[src/rtl/a8_bus_pkg.sv]
// Shared types and constants for the Atari 8-bit bus capture block.
package a8_bus_pkg;

  localparam int unsigned TICK_W = 7;
  localparam logic [TICK_W-1:0] TICK_MAX = 7'd127;

  typedef struct packed {
    logic [15:0] addr;
    logic [7:0]  data;
    logic        rw_n;
  } a8_cycle_t;

endpackage

[src/rtl/a8_bus_capture_if.sv]
// Atari bus inputs plus the capture stream towards the consumer.
interface a8_bus_capture_if;

  logic        a8_clk;
  logic [15:0] a8_addr;
  logic [7:0]  a8_data;
  logic        a8_rw_n;

  logic        cap_valid;
  logic        cap_ready;
  logic [15:0] cap_addr;
  logic [7:0]  cap_data;
  logic        cap_rw_n;

  logic        ovf;
  logic        ovf_clr;
  logic        clk_alive;

  modport slave (
    input  a8_clk, a8_addr, a8_data, a8_rw_n, cap_ready, ovf_clr,
    output cap_valid, cap_addr, cap_data, cap_rw_n, ovf, clk_alive
  );

  modport master (
    output a8_clk, a8_addr, a8_data, a8_rw_n, cap_ready, ovf_clr,
    input  cap_valid, cap_addr, cap_data, cap_rw_n, ovf, clk_alive
  );

endinterface

[src/rtl/a8_cap_fifo.sv]
// Capture FIFO with extra-bit pointers and a combinational head view.
// A8_CAPTURE_READS_EN adds storage for the rw_n bit; otherwise rw_n reads back as 0.
module a8_cap_fifo
  import a8_bus_pkg::*;
#(
  parameter int unsigned DEPTH = 8
) (
  input  logic      clk_i,
  input  logic      rst_ni,
  input  logic      push_i,
  input  a8_cycle_t push_data_i,
  input  logic      pop_i,
  output a8_cycle_t head_o,
  output logic      full_o,
  output logic      empty_o
);

  localparam int unsigned PtrW = $clog2(DEPTH);

  logic [PtrW:0]   wptr_q, wptr_d, rptr_q, rptr_d;
  logic [PtrW-1:0] waddr, raddr;
  logic            push_ok, pop_ok;

  logic [15:0] addr_mem_q [DEPTH];
  logic [15:0] addr_mem_d [DEPTH];
  logic [7:0]  data_mem_q [DEPTH];
  logic [7:0]  data_mem_d [DEPTH];
`ifdef A8_CAPTURE_READS_EN
  logic        rw_mem_q [DEPTH];
  logic        rw_mem_d [DEPTH];
`else
  logic        unused_rw_n;
  assign unused_rw_n = push_data_i.rw_n;
`endif

  assign waddr   = wptr_q[PtrW-1:0];
  assign raddr   = rptr_q[PtrW-1:0];
  assign empty_o = (wptr_q == rptr_q);
  assign full_o  = (wptr_q[PtrW] != rptr_q[PtrW]) && (waddr == raddr);

  // A pop in the same cycle frees the slot a full FIFO needs for the push.
  assign pop_ok  = pop_i & ~empty_o;
  assign push_ok = push_i & (~full_o | pop_ok);

  always_comb begin
    wptr_d     = wptr_q;
    rptr_d     = rptr_q;
    addr_mem_d = addr_mem_q;
    data_mem_d = data_mem_q;
`ifdef A8_CAPTURE_READS_EN
    rw_mem_d   = rw_mem_q;
`endif
    if (push_ok) begin
      wptr_d            = wptr_q + 1'b1;
      addr_mem_d[waddr] = push_data_i.addr;
      data_mem_d[waddr] = push_data_i.data;
`ifdef A8_CAPTURE_READS_EN
      rw_mem_d[waddr]   = push_data_i.rw_n;
`endif
    end
    if (pop_ok) begin
      rptr_d = rptr_q + 1'b1;
    end
  end

  always_comb begin
    head_o.addr = addr_mem_q[raddr];
    head_o.data = data_mem_q[raddr];
`ifdef A8_CAPTURE_READS_EN
    head_o.rw_n = rw_mem_q[raddr];
`else
    head_o.rw_n = 1'b0;
`endif
  end

  always_ff @(posedge clk_i or negedge rst_ni) begin
    if (!rst_ni) begin
      wptr_q <= '0;
      rptr_q <= '0;
    end else begin
      wptr_q <= wptr_d;
      rptr_q <= rptr_d;
    end
  end

  // Storage needs no reset: contents are only visible between the pointers.
  always_ff @(posedge clk_i) begin
    addr_mem_q <= addr_mem_d;
    data_mem_q <= data_mem_d;
`ifdef A8_CAPTURE_READS_EN
    rw_mem_q   <= rw_mem_d;
`endif
  end

endmodule

[src/rtl/a8_bus_capture.sv]
// Samples the Atari bus once per phi2 cycle and queues writes in a window.
// A8_CAPTURE_READS_EN also captures reads in the window.
module a8_bus_capture
  import a8_bus_pkg::*;
#(
  parameter logic [TICK_W-1:0] SAMPLE_TICK = 7'd60,
  parameter logic [15:0]       ADDR_LO     = 16'hD500,
  parameter logic [15:0]       ADDR_HI     = 16'hD5FF,
  parameter int unsigned       FIFO_DEPTH  = 8
) (
  input logic              clk200,
  input logic              a8_rst_n,
  a8_bus_capture_if.slave  bus
);

  logic [2:0]        sync_q, sync_d;
  a8_cycle_t         stage_q, stage_d;
  logic [TICK_W-1:0] tick_q, tick_d;
  logic              sample_done_q, sample_done_d;
  logic              ovf_q, ovf_d;
  logic              clk_alive_q, clk_alive_d;

  logic      phi2_rise, sample, in_window, dir_ok, push, pop;
  logic      fifo_full, fifo_empty;
  a8_cycle_t head;

  assign phi2_rise = sync_q[1] & ~sync_q[2];
  assign sample    = (tick_q == SAMPLE_TICK) & ~sample_done_q;
  assign in_window = (stage_q.addr >= ADDR_LO) && (stage_q.addr <= ADDR_HI);
`ifdef A8_CAPTURE_READS_EN
  assign dir_ok    = 1'b1;
`else
  assign dir_ok    = ~stage_q.rw_n;
`endif
  assign push      = sample & in_window & dir_ok;
  assign pop       = ~fifo_empty & bus.cap_ready;

  always_comb begin
    sync_d       = {sync_q[1:0], bus.a8_clk};
    stage_d.addr = bus.a8_addr;
    stage_d.data = bus.a8_data;
    stage_d.rw_n = bus.a8_rw_n;

    if (phi2_rise) begin
      tick_d = '0;
    end else if (tick_q == TICK_MAX) begin
      tick_d = tick_q;
    end else begin
      tick_d = tick_q + 1'b1;
    end

    sample_done_d = sample_done_q;
    if (phi2_rise) begin
      sample_done_d = 1'b0;
    end else if (sample) begin
      sample_done_d = 1'b1;
    end

    // Set wins over clear when a drop coincides with ovf_clr.
    ovf_d = bus.ovf_clr ? 1'b0 : ovf_q;
    if (push && fifo_full && !pop) begin
      ovf_d = 1'b1;
    end

    // Tracks tick != TICK_MAX, so phi2 is declared dead once the counter saturates.
    clk_alive_d = (tick_d != TICK_MAX);
  end

  always_ff @(posedge clk200 or negedge a8_rst_n) begin
    if (!a8_rst_n) begin
      sync_q        <= '0;
      stage_q       <= '0;
      tick_q        <= TICK_MAX;
      sample_done_q <= 1'b1;
      ovf_q         <= 1'b0;
      clk_alive_q   <= 1'b0;
    end else begin
      sync_q        <= sync_d;
      stage_q       <= stage_d;
      tick_q        <= tick_d;
      sample_done_q <= sample_done_d;
      ovf_q         <= ovf_d;
      clk_alive_q   <= clk_alive_d;
    end
  end

  a8_cap_fifo #(
    .DEPTH (FIFO_DEPTH)
  ) u_fifo (
    .clk_i       (clk200),
    .rst_ni      (a8_rst_n),
    .push_i      (push),
    .push_data_i (stage_q),
    .pop_i       (pop),
    .head_o      (head),
    .full_o      (fifo_full),
    .empty_o     (fifo_empty)
  );

  assign bus.cap_valid = ~fifo_empty;
  assign bus.cap_addr  = head.addr;
  assign bus.cap_data  = head.data;
  assign bus.cap_rw_n  = head.rw_n;
  assign bus.ovf       = ovf_q;
  assign bus.clk_alive = clk_alive_q;

endmodule

[src/flat_wrapper.sv]
// flat-port wrapper written by rule: the top's interface ports become plain ports
module a8_bus_capture_flat import a8_bus_pkg::*;
#(
  parameter logic [TICK_W-1:0] SAMPLE_TICK = 7'd60,
  parameter logic [15:0]       ADDR_LO     = 16'hD500,
  parameter logic [15:0]       ADDR_HI     = 16'hD5FF,
  parameter int unsigned       FIFO_DEPTH  = 8
)
  (clk200, a8_rst_n, bus_a8_clk, bus_a8_addr, bus_a8_data, bus_a8_rw_n, bus_cap_ready, bus_ovf_clr, bus_cap_valid, bus_cap_addr, bus_cap_data, bus_cap_rw_n, bus_ovf, bus_clk_alive);
  a8_bus_capture_if bus_i ();
  input logic clk200;
  input logic a8_rst_n;
  input wire logic [$bits(bus_i.a8_clk)-1:0] bus_a8_clk;
  input wire logic [$bits(bus_i.a8_addr)-1:0] bus_a8_addr;
  input wire logic [$bits(bus_i.a8_data)-1:0] bus_a8_data;
  input wire logic [$bits(bus_i.a8_rw_n)-1:0] bus_a8_rw_n;
  input wire logic [$bits(bus_i.cap_ready)-1:0] bus_cap_ready;
  input wire logic [$bits(bus_i.ovf_clr)-1:0] bus_ovf_clr;
  output wire logic [$bits(bus_i.cap_valid)-1:0] bus_cap_valid;
  output wire logic [$bits(bus_i.cap_addr)-1:0] bus_cap_addr;
  output wire logic [$bits(bus_i.cap_data)-1:0] bus_cap_data;
  output wire logic [$bits(bus_i.cap_rw_n)-1:0] bus_cap_rw_n;
  output wire logic [$bits(bus_i.ovf)-1:0] bus_ovf;
  output wire logic [$bits(bus_i.clk_alive)-1:0] bus_clk_alive;
  assign bus_i.a8_clk = bus_a8_clk;
  assign bus_i.a8_addr = bus_a8_addr;
  assign bus_i.a8_data = bus_a8_data;
  assign bus_i.a8_rw_n = bus_a8_rw_n;
  assign bus_i.cap_ready = bus_cap_ready;
  assign bus_i.ovf_clr = bus_ovf_clr;
  assign bus_cap_valid = bus_i.cap_valid;
  assign bus_cap_addr = bus_i.cap_addr;
  assign bus_cap_data = bus_i.cap_data;
  assign bus_cap_rw_n = bus_i.cap_rw_n;
  assign bus_ovf = bus_i.ovf;
  assign bus_clk_alive = bus_i.clk_alive;
  a8_bus_capture #(.SAMPLE_TICK(SAMPLE_TICK), .ADDR_LO(ADDR_LO), .ADDR_HI(ADDR_HI), .FIFO_DEPTH(FIFO_DEPTH)) u_core (.clk200(clk200), .a8_rst_n(a8_rst_n), .bus(bus_i));
endmodule
[config.mk]
export PLATFORM = sky130hd
export DESIGN_NAME = a8_bus_capture_flat
export DESIGN_NICKNAME = d
export VERILOG_FILES = /design/src/rtl/a8_bus_pkg.sv /design/src/rtl/a8_bus_capture_if.sv /design/src/rtl/a8_cap_fifo.sv /design/src/rtl/a8_bus_capture.sv /design/src/flat_wrapper.sv
export SDC_FILE = /design/constraint.sdc
export NUM_CORES = 1
export LEC_CHECK = 0
export BUFFER_PORTS_ARGS = -buffer_cell sky130_fd_sc_hd__buf_2
export CAP_MARGIN = 20
export CORE_ASPECT_RATIO = 1.75
export CORE_UTILIZATION = 40
export DETAILED_ROUTE_END_ITERATION = 16
export PLACE_DENSITY = 0.7
export SYNTH_ARGS = -nofsm -noshare
export SYNTH_HDL_FRONTEND = slang
export SYNTH_HIERARCHICAL = 1
export SYNTH_SLANG_ARGS = --single-unit
[constraint.sdc]
create_clock -name clk200 -period 4.5 [get_ports clk200]
set_clock_uncertainty 0.2 [all_clocks]
set_input_delay 1.35 -clock clk200 [delete_from_list [all_inputs] [get_ports clk200]]
set_output_delay 1.35 -clock clk200 [all_outputs]
set_load 0.005 [all_outputs]
== Yosys cells after proc, flatten, opt, wreduce, memory -nomap -nowiden ==
Index checks and enable logic that the tools add are counted.
Storage, ports and cells
  logic and storage cells: 81
  register bits after elaboration: 238
  input bits: 30
Cells by class
  eq/ne operators: 6
  reductions and logical operators: 8
  multiplexer cells: 18
  order comparisons: 5
  bitwise operators: 15
  add/sub/neg operators: 3
Operators with widths (count)
  $bwmux 128: 1
  $bwmux 64: 1
  $bmux 16 s3: 1
  $demux 16 s3: 1
  $mux 16: 3
  $bmux 8 s3: 1
  $demux 8 s3: 1
  $mux 8: 3
  $ge 16x16->1 const B: 1
  $le 16x16->1 const B: 1
  $mux 7: 2
  $add 4x1->4 const B: 2
  $ge 4x4->1 const B: 2
  $not 3->4: 2
  $add 7x1->7 const B: 1
  $and 1x1->1: 7
  $eq 7x6->1 const B: 1
  $eq 7x7->1 const B: 1
  $ne 7x7->1 const B: 1
  $logic_and 1x1->1: 5
  $not 1->1: 5
  $eq 4x4->1: 1
  $lt 4x1->1 const B: 1
  $mux 1: 4
  other kinds (5): 6

== Logic depth before layout (Yosys ltp) ==
Gate-level depths: netlist (run 1).
  word-level depth: 7
  depth in mapped cells: 11

== Modules after synthesis ==
The synthesis (run 1) kept the hierarchy.
Modules (own cells, without submodules)
  a8_cap_fifo: area an instance 7962.6 µm², instances 1, cells each 338
  a8_bus_capture: area an instance 1313.8 µm², instances 1, cells each 95

== Least setup slack after synthesis (run 1) ==
OpenSTA, ideal clock, no wires.
  path kind: input port to flip-flop
  start: input port bus_cap_ready
  end: register u_core/u_fifo/addr_mem_q[64] in the netlist's numbering (enable)
  library setup time: 474 ps
  arrival time: 4542 ps
  stages: 4
  path slack: -717 ps
  required time: 3826 ps
  path buffers: 1
  path through: nor2b_1 buf_1 nor3_2 nor4b_1
Between the ends
  word-level cells in the longest chain between the ends: 4
RTL lines
  from (decl): line flat_wrapper.sv:17  | input wire logic [$bits(bus_i.cap_ready)-1:0] bus_cap_ready;
  $and 1x1->1: line a8_bus_capture.sv:36  | assign pop = ~fifo_empty & bus.cap_ready;
  $and 1x1->1: line a8_cap_fifo.sv:42  | assign pop_ok = pop_i & ~empty_o;
  $or 1x1->1: line a8_cap_fifo.sv:43  | assign push_ok = push_i & (~full_o | pop_ok);
  $and 1x1->1: line a8_cap_fifo.sv:43
  to (signal assigned): line a8_cap_fifo.sv:88  | addr_mem_q <= addr_mem_d;
  to (decl): line a8_cap_fifo.sv:24  | logic [15:0] addr_mem_q [DEPTH];
No other way between the ends.
A chain may end at the register's enable or synchronous reset.

== Final worst setup path (run 1) ==
  start: register u_core.u_fifo.rptr_q[0]
  end: output port bus_cap_addr[9]
Between the ends
  word-level cells in the longest chain between the ends: 4
RTL lines
  from (decl): line a8_cap_fifo.sv:20  | logic [PtrW:0] wptr_q, wptr_d, rptr_q, rptr_d;
  from (signal assigned): line a8_cap_fifo.sv:82  | rptr_q <= rptr_d;
  $not 3->4 (implied by the code): line a8_cap_fifo.sv:67  | head_o.addr = addr_mem_q[raddr];
  $bmux 16 s3: line a8_cap_fifo.sv:67
  $mux 16 (implied by the code) (2 in series): line a8_cap_fifo.sv:67
  to (decl): line flat_wrapper.sv:20  | output wire logic [$bits(bus_i.cap_addr)-1:0] bus_cap_addr;
No other way between the ends. The select of a mux whose other input is x is not followed.

==> impl_metrics.env, run 1 <==
export IMPL_status="finished clean"
export IMPL_hold_path_class="reg -> reg"
export IMPL_layoutNonFillerInstCount=818
export IMPL_drive_above_1_share_pct=28.96
export IMPL_drt_wl_total_um=17580
export IMPL_die_area_um2=23830
export IMPL_path_cells="buf_4, mux4_1, mux2_2, buf_2"
export IMPL_placed_cell_area_um2=9968
export IMPL_peakVddDrop_v=0.0002252
export IMPL_synth_top_area_share_pct=62.15
export IMPL_ios=58
export IMPL_initial_core_util_pct=40.79
export IMPL_setup_violations=0
export IMPL_yosys_warnings=6
export IMPL_whs_ns=0.1580
export IMPL_finalInstanceArea_um2=10660
export IMPL_power_frac_clock_pct=32.6
export IMPL_p_switching_mw=1.407
export IMPL_synth_nets=467
export IMPL_grt_first_pass_wirelength_um=27120
export IMPL_diodes=0
export IMPL_critical_path_class="reg -> out"
export IMPL_clockBufferDepth=3
export IMPL_grt_util_all_layers_pct=15.67
export IMPL_synthArstFlopShare_pct=19.33
export IMPL_root_buffer="clkbuf_16"
export IMPL_die_w_um=117.1
export IMPL_portBuffers=56
export IMPL_viasPerCell=5.254
export IMPL_top_usage_layer="met2"
export IMPL_power_frac_comb_pct=21.6
export IMPL_hold_viol=0
export IMPL_fin_crit_sh_pct=88.55
export IMPL_synth_area_top_cells="edfxtp_1 (62%), mux4_1 (14%), dfrtp_1 (10%)"
export IMPL_num_rows=73
export IMPL_yosysMostFrequentCell="edfxtp_1"
export IMPL_cts_clk_slew_worst_paths_ns=0.07
export IMPL_crit_slowest_cell="dfrtp_2"
export IMPL_ant_nets=0
export IMPL_wire_per_inst_um=21.49
export IMPL_vias=4298
export IMPL_grt_use_met2_pct=28.17
export IMPL_antenna_found_initial=0
export IMPL_dp_cells=782
export IMPL_worst_setup_path_end_kind="output pin"
export IMPL_globalRouteMet1Util_pct=18.65
export IMPL_drv_cap=0
export IMPL_slew_headroom_pct=43.50
export IMPL_synth_edf_count=192
export IMPL_ctsResizeCount=0
export IMPL_cts_setup_buffers=0
export IMPL_swShare_pct=25.17
export IMPL_drt_pass1_iter_count=4
export IMPL_worst_path_buf_inv=2
export IMPL_place_congestion=0.7822
export IMPL_nFillCells=1835
export IMPL_synth_area_um2=9276
export IMPL_cts_buffers=20
export IMPL_die_y_um=203.5
export IMPL_leakagePower_nw=3.714
export IMPL_hpwl_um=10540
export IMPL_clkLatencyLatePin_ns=0.51
export IMPL_yosysTopAreaCell="edfxtp_1"
export IMPL_crit_family="multiplexers"
export IMPL_ys_seq_elements=238
export IMPL_route_detailed_drc=0
export IMPL_netlist_cell_type_count=47
export IMPL_dr_first_iter_drc_count=232
export IMPL_fin_crit_ns=3.985
export IMPL_coreArea_um2=22740
export IMPL_grt_max_degree=32
export IMPL_hold_buffers=0
export IMPL_rsz0062_at_grt="false"
export IMPL_max_slew_worst_pin_slew_ns=0.8476
export IMPL_ys_seq_area_share_pct=74.67
export IMPL_grt_pass1_vias=4621
export IMPL_cts_sinks=238
export IMPL_critPathMaxStageDelay_ns=0.59
export IMPL_areaGrowthSynthToFinish_pct=14.90
export IMPL_cp_arrival_ns=2.43
export IMPL_maxSlewViolCount=0
export IMPL_seq_power_share_pct=45.8
export IMPL_synth_top_cells_by_count="edfxtp_1 (192), mux4_1 (48), dfrtp_1 (38), mux2_2 (25)"
export IMPL_cp_required_ns=2.95
export IMPL_power_density_nw_per_um2=524.7
export IMPL_synthCells=433
export IMPL_use_met3_pct=1.694
export IMPL_ys_flop_type="edfxtp_1"
export IMPL_crit_fanout=13
export IMPL_layout_nets=538
export IMPL_cts_tree="yes"
export IMPL_cts_max_level=1
export IMPL_grt_overflow_total=0
export IMPL_startpoint_type="flip-flop"
export IMPL_fmaxAchievable_mhz=251.0
export IMPL_p_int_mw=4.185
export IMPL_syn_avg_cell_area_um2=21.42
[final cells by class]
type,count,area [µm²],area share (%)
Clock buffer,30,579.3,5.435
Clock inverter,6,111.4,1.045
Inverter,7,26.28,0.2465
Multi-Input combinational cell,165,2225,20.87
Sequential cell,238,6929,65.01
Tap cell,300,375.4,3.522
Timing Repair Buffer,72,412.9,3.874
[flip-flops by register name (all words and copies together) (netlist names)]
signal,flops
u_core/u_fifo/rptr_q,4
u_core/bus.ovf,1
u_core/u_fifo/wptr_q,4
u_core/bus.clk_alive,1
u_core/u_fifo/addr_mem_q,128
u_core/sample_done_q,1
u_core/sync_q,3
u_core/stage_q,25
u_core/u_fifo/data_mem_q,64
u_core/tick_q,7
[power by group through the flow]
stage / registers, mW / logic, mW / clock network [mW]
floorplan: 2.52 / 0.935 / 0
global placement: 2.60 / 1.21 / 0
detailed placement: 2.61 / 1.23 / 0
CTS: 2.56 / 1.24 / 1.86
global route: 2.57 / 1.31 / 1.93
finish: 2.56 / 1.21 / 1.82
[routing by layer]
layer,vias to the layer above,part of all wire (%),wire length (µm)
met2,83,55,9642
met5,-,0,0
li1,1933,-,-
met1,2247,39,6907
met4,0,3.2,565
met3,35,2.6,460
[kinds of logic after synthesis]
| logic type | after synthesis | synth area share [%] |
|---|---|---|
| fa+ha+maj | 4 | 0.5395 |
| compound gates | 22 | 1.794 |
| buf+inv | 30 | 1.996 |
| simple gates | 53 | 3.170 |
| flops | 238 | 74.67 |
| mux | 74 | 16.75 |
| other cells | 1 | 0.04043 |
| xor+xnor | 11 | 1.039 |
[layout by cell type (no fill, tap or decap), types with 2 or more instances in the layout]
| cell | Yosys | final |
|---|---|---|
| nor2b_1 | 4 | 4 |
| nor3_1 | 6 | 3 |
| a21oi_1 | 4 | 4 |
| mux2_2 | 25 | 25 |
| a31oi_1 | 4 | 4 |
| nand4_1 | 4 | 4 |
| clkbuf_1 | 7 | 7 |
| xnor2_1 | 10 | 10 |
| buf_2 | 4 | 56 |
| bufinv_16 | 0 | 3 |
| buf_4 | 4 | 15 |
| nor3_2 | 1 | 4 |
| clkbuf_16 | 0 | 21 |
| dfrtp_2 | 0 | 2 |
| nor4_2 | 0 | 2 |
| nand2b_1 | 2 | 2 |
| and3_1 | 2 | 2 |
| nand3_1 | 3 | 3 |
| edfxtp_1 | 192 | 192 |
| dfstp_2 | 8 | 8 |
| inv_1 | 7 | 7 |
| clkbuf_8 | 0 | 2 |
| nand2_1 | 9 | 9 |
| nor2_1 | 10 | 9 |
| mux4_1 | 48 | 48 |
| ha_1 | 4 | 4 |
| dfrtp_1 | 38 | 36 |
| o21ai_0 | 4 | 4 |
[worst reg2reg max path: stages, from the launching register on]
cell	delay (ns)
dfrtp_2	0.69
xnor2_1	0.14
nand3_1	0.39
nor2_1	0.14
nor2b_1	0.65
nor3_2	0.25
nor4b_4	0.30
buf_4	0.44
[final timing paths]
kind | from | slack, ns | end | cells past startpoint
min in group asynchronous | a8_rst_n | 0.76 | u_core/stage_q[11]$_DFF_PN0_ | 1
max reg2reg | u_core/u_fifo/rptr_q[1]$_DFFE_PN0P_ | 0.92 | u_core/u_fifo/data_mem_q[38]$_DFFE_PP_ | 7
min reg2reg | u_core/sync_q[0]$_DFF_PN0_ | 0.16 | u_core/sync_q[1]$_DFF_PN0_ | 0
max in group asynchronous | a8_rst_n | 2.50 | u_core/tick_q[3]$_DFF_PN1_ | 2
max | u_core/u_fifo/rptr_q[0]$_DFFE_PN0P_ | 0.52 | bus_cap_addr[9] | 4
min | u_core/sync_q[0]$_DFF_PN0_ | 0.16 | u_core/sync_q[1]$_DFF_PN0_ | 0
[per-stage QoR]
stage / power, mW / utilization, % / TNS (ns) / worst slack (ns)
after global routing: 5.813 / 46.87 / 0 / 0.4345
final: 5.592 / 46.87 / 0 / 0.5154
after global placement: 3.815 / 43.83 / 0 / 0.9531
after CTS: 5.665 / 46.87 / 0 / 0.4821
after floorplan: 3.455 / - / -21.54 / -0.4488
after detailed placement: 3.837 / 43.83 / 0 / 0.8578
Power figures use the tool's default switching activity.
==> inputs of run 2 (changes only) <==
Settings changed: ABC_AREA from default to 1, SYNTH_HIERARCHICAL 1 to default.
==> run 2 against run 1 <==
Count of clock-buffer cells in the layout fell by 4. Via count grew 34%. Critical path depth grew 2. Fmax decreased by 1.9%. Register-to-register slack better by 0.20 ns. Critical path type unchanged. Die area grew 0.21%. Sequential power shrank 4%. Worst setup slack got worse by 0.078 ns. Area after synthesis increased by 0.22%. Largest cell class unchanged. Critical endpoint is now bus_cap_data[6]. Clock power about the same. Final cell count is 36% higher.
==> impl_metrics.env, run 2 <==
export IMPL_cp_arrival_ns=2.51
export IMPL_wire_per_inst_um=17.48
export IMPL_ant_nets=0
export IMPL_final_cell_mix="edfxtp_1 (192), nand2_1 (121), nor2_1 (109), o21ai_0 (89), buf_2 (56)"
export IMPL_regArea_um2=6928
export IMPL_hold_path_class="reg -> reg"
export IMPL_status="finished clean"
export IMPL_startpoint_type="flip-flop"
export IMPL_synth_top_area_share_pct=62.02
export IMPL_antenna_found_initial=0
export IMPL_postLayoutSetupSlackWorst_ns=0.4376
export IMPL_slew_headroom_pct=29.00
export IMPL_critical_path_class="reg -> out"
export IMPL_drt_pass1_iter_count=5
export IMPL_fmaxAchievable_mhz=246.2
export IMPL_clockBufferDepth=3
export IMPL_ys_seq_area_share_pct=74.51
export IMPL_yosysMostFrequentCell="edfxtp_1"
export IMPL_synth_area_um2=9296
export IMPL_max_slew_worst_pin_slew_ns=1.064
export IMPL_portBuffers=56
export IMPL_rsz0062_at_grt="false"
export IMPL_leakagePower_nw=3.941
export IMPL_initial_core_util_pct=40.88
export IMPL_vias=5754
export IMPL_drive_above_1_share_pct=17.26
export IMPL_cts_clk_slew_worst_paths_ns=0.07
export IMPL_fin_crit_ns=4.062
export IMPL_ys_seq_elements=238
export IMPL_largest_register="u_core.u_fifo.addr_mem_q"
export IMPL_drv_cap=0
export IMPL_dp_slack_ns=0.9814
export IMPL_hold_buffers=0
export IMPL_num_rows=73
export IMPL_hp_start="u_core.sync_q[0]$_DFF_PN0_"
export IMPL_r2r_cells=7
export IMPL_worstReg2RegEnd="u_core.u_fifo.data_mem_q[7]$_DFFE_PP_"
export IMPL_die_w_um=117.2
export IMPL_crit_path_end="bus_cap_data[6]"
export IMPL_grt_max_degree=101
export IMPL_grt_util_all_layers_pct=17.01
export IMPL_synth_top_cells_by_count="edfxtp_1 (192), nand2_1 (121), nor2_1 (117), o21ai_0 (89), o22ai_1 (48)"
export IMPL_place_congestion=0.7650
export IMPL_die_y_um=203.7
export IMPL_crit_fanout=100
export IMPL_clkLatencyLatePin_ns=0.51
export IMPL_nFillCells=1939
export IMPL_root_buffer="clkbuf_16"
export IMPL_reg2reg_from="u_core.u_fifo.rptr_q[0]$_DFFE_PN0P_"
export IMPL_cp_required_ns=2.95
export IMPL_ctsResizeCount=0
export IMPL_power_density_nw_per_um2=406.8
export IMPL_dp_cells=1073
export IMPL_synth_nets=773
export IMPL_grt_first_pass_wirelength_um=30290
export IMPL_maxSlewViolCount=0
export IMPL_hold_viol=0
export IMPL_multi_input_area_um2=2097
export IMPL_largest_reg_flops=128
export IMPL_utilization_pct=46.74
export IMPL_cts_setup_buffers=0
export IMPL_grt_overflow_total=0
export IMPL_yosys_warnings=0
export IMPL_fin_tns_setup_ns=0
export IMPL_synthArstFlopShare_pct=19.33
export IMPL_synth_area_top_cells="edfxtp_1 (62%), dfrtp_1 (10%), nand2_1 (4.9%)"
export IMPL_diodes=0
export IMPL_synthCells=739
export IMPL_final_common_cell="edfxtp_1"
export IMPL_r2r_slack_ns=1.12
export IMPL_cts_buffers=21
export IMPL_hpwl_um=11720
export IMPL_setup_violations=0
export IMPL_drt_wl_total_um=19420
export IMPL_peakVddDrop_v=0.0002858
export IMPL_yosysTopAreaCell="edfxtp_1"
export IMPL_areaGrowthSynthToFinish_pct=14.35
export IMPL_fin_crit_sh_pct=90.27
export IMPL_viasPerCell=5.179
export IMPL_syn_avg_cell_area_um2=12.58
export IMPL_cts_max_level=1
export IMPL_top_regs="u_core.u_fifo.addr_mem_q: 128 flops, u_core.u_fifo.data_mem_q: 64 flops, u_core.stage_q: 25 flops"
export IMPL_layoutNonFillerInstCount=1111
export IMPL_grt_pass1_vias=5786
export IMPL_ys_flop_type="edfxtp_1"
export IMPL_whs_ns=0.1492
export IMPL_synth_edf_count=192
export IMPL_layout_nets=830
export IMPL_route_detailed_drc=0
export IMPL_ios=58
export IMPL_cts_sinks=238
export IMPL_worst_setup_path_end_kind="output pin"
export IMPL_crit_start="u_core.u_fifo.rptr_q[0]$_DFFE_PN0P_"
export IMPL_dr_first_iter_drc_count=411
export IMPL_die_area_um2=23880
export IMPL_netlist_cell_type_count=31
export IMPL_cts_tree="yes"
export IMPL_coreArea_um2=22740
[run 2: cell count changes after synthesis, sizes merged, moves of 6 or more]
| cell | delta |
|---|---|
| nor3 | -6 |
| inv | +22 |
| nand3 | +16 |
| o21ai | +93 |
| nand2 | +117 |
| clkbuf | +12 |
| mux4 | -48 |
| xnor2 | -7 |
| o22ai | +48 |
| nor2 | +110 |
| mux2 | -26 |
[run 2: power breakdown]
part / internal [mW] / switching, mW / total [mW]
combinational: 0.0319 / 0.0488 / 0.0807
clock: 1.02 / 0.770 / 1.79
sequential: 2.41 / 0.0420 / 2.45
total: 3.46 / 0.861 / 4.32
[run 2: layout make-up]
type / count / area share [%]
clock buffer: 26 / 5.308
inverter: 29 / 1.024
multi-input combinational: 434 / 19.73
tap: 300 / 3.531
clock inverter: 12 / 1.236
timing repair buffer: 72 / 4.002
sequential: 238 / 65.17
[run 2: metrics by stage]
| stage | area, µm² | power (mW) |
|---|---|---|
| 2_1_floorplan | 9296 | 2.536 |
| 3_3_place_gp | 9935 | 2.580 |
| 3_5_place_dp | 9935 | 2.584 |
| 4_1_cts | 10630 | 4.360 |
| 5_1_grt | 10630 | 4.458 |
| 6_report | 10630 | 4.324 |
[run 2: how the worst min path moves through the flow]
stage,endpoint,slack [ns],cells after the start
after floorplan,u_core.sync_q[1]$_DFF_PN0_,0.13,0
after global placement,u_core.sync_q[1]$_DFF_PN0_,0.13,0
after detailed placement,u_core.sync_q[1]$_DFF_PN0_,0.14,0
after CTS,u_core.sync_q[1]$_DFF_PN0_,0.15,0
after global routing,u_core.sync_q[1]$_DFF_PN0_,0.17,0
final,u_core.sync_q[1]$_DFF_PN0_,0.15,0
[run 2: per-layer routing]
layer	routed length [µm]	GRT usage [%]	up-vias	share of wire, %
met3	1072	2.080	41	5.5
met1	7330	19.56	2814	38
met2	10360	30.84	184	53
li1	-	-	2715	-
met4	653	7.731	0	3.4
met5	0	0	-	0
[run 2: worst max-delay path, stage by stage, from the launching register on]
cell     delay, ns
dfrtp_2       0.37
buf_4         0.75
o21ai_0       0.27
o22ai_1       0.23
nand2_1       0.10
nand2_1       0.11
buf_2         0.11
[run 2: cell families after synthesis]
| family | Yosys count | share of synthesized area (%) |
|---|---|---|
| AND/OR/NAND/NOR | 271 | 12.19 |
| flip-flops | 238 | 74.51 |
| AO/OA/AOI/OAI | 151 | 8.829 |
| buffers and inverters | 67 | 3.149 |
| XOR/XNOR | 7 | 0.7403 |
| adder cells (fa/ha/maj) | 4 | 0.5384 |
| other | 1 | 0.04034 |
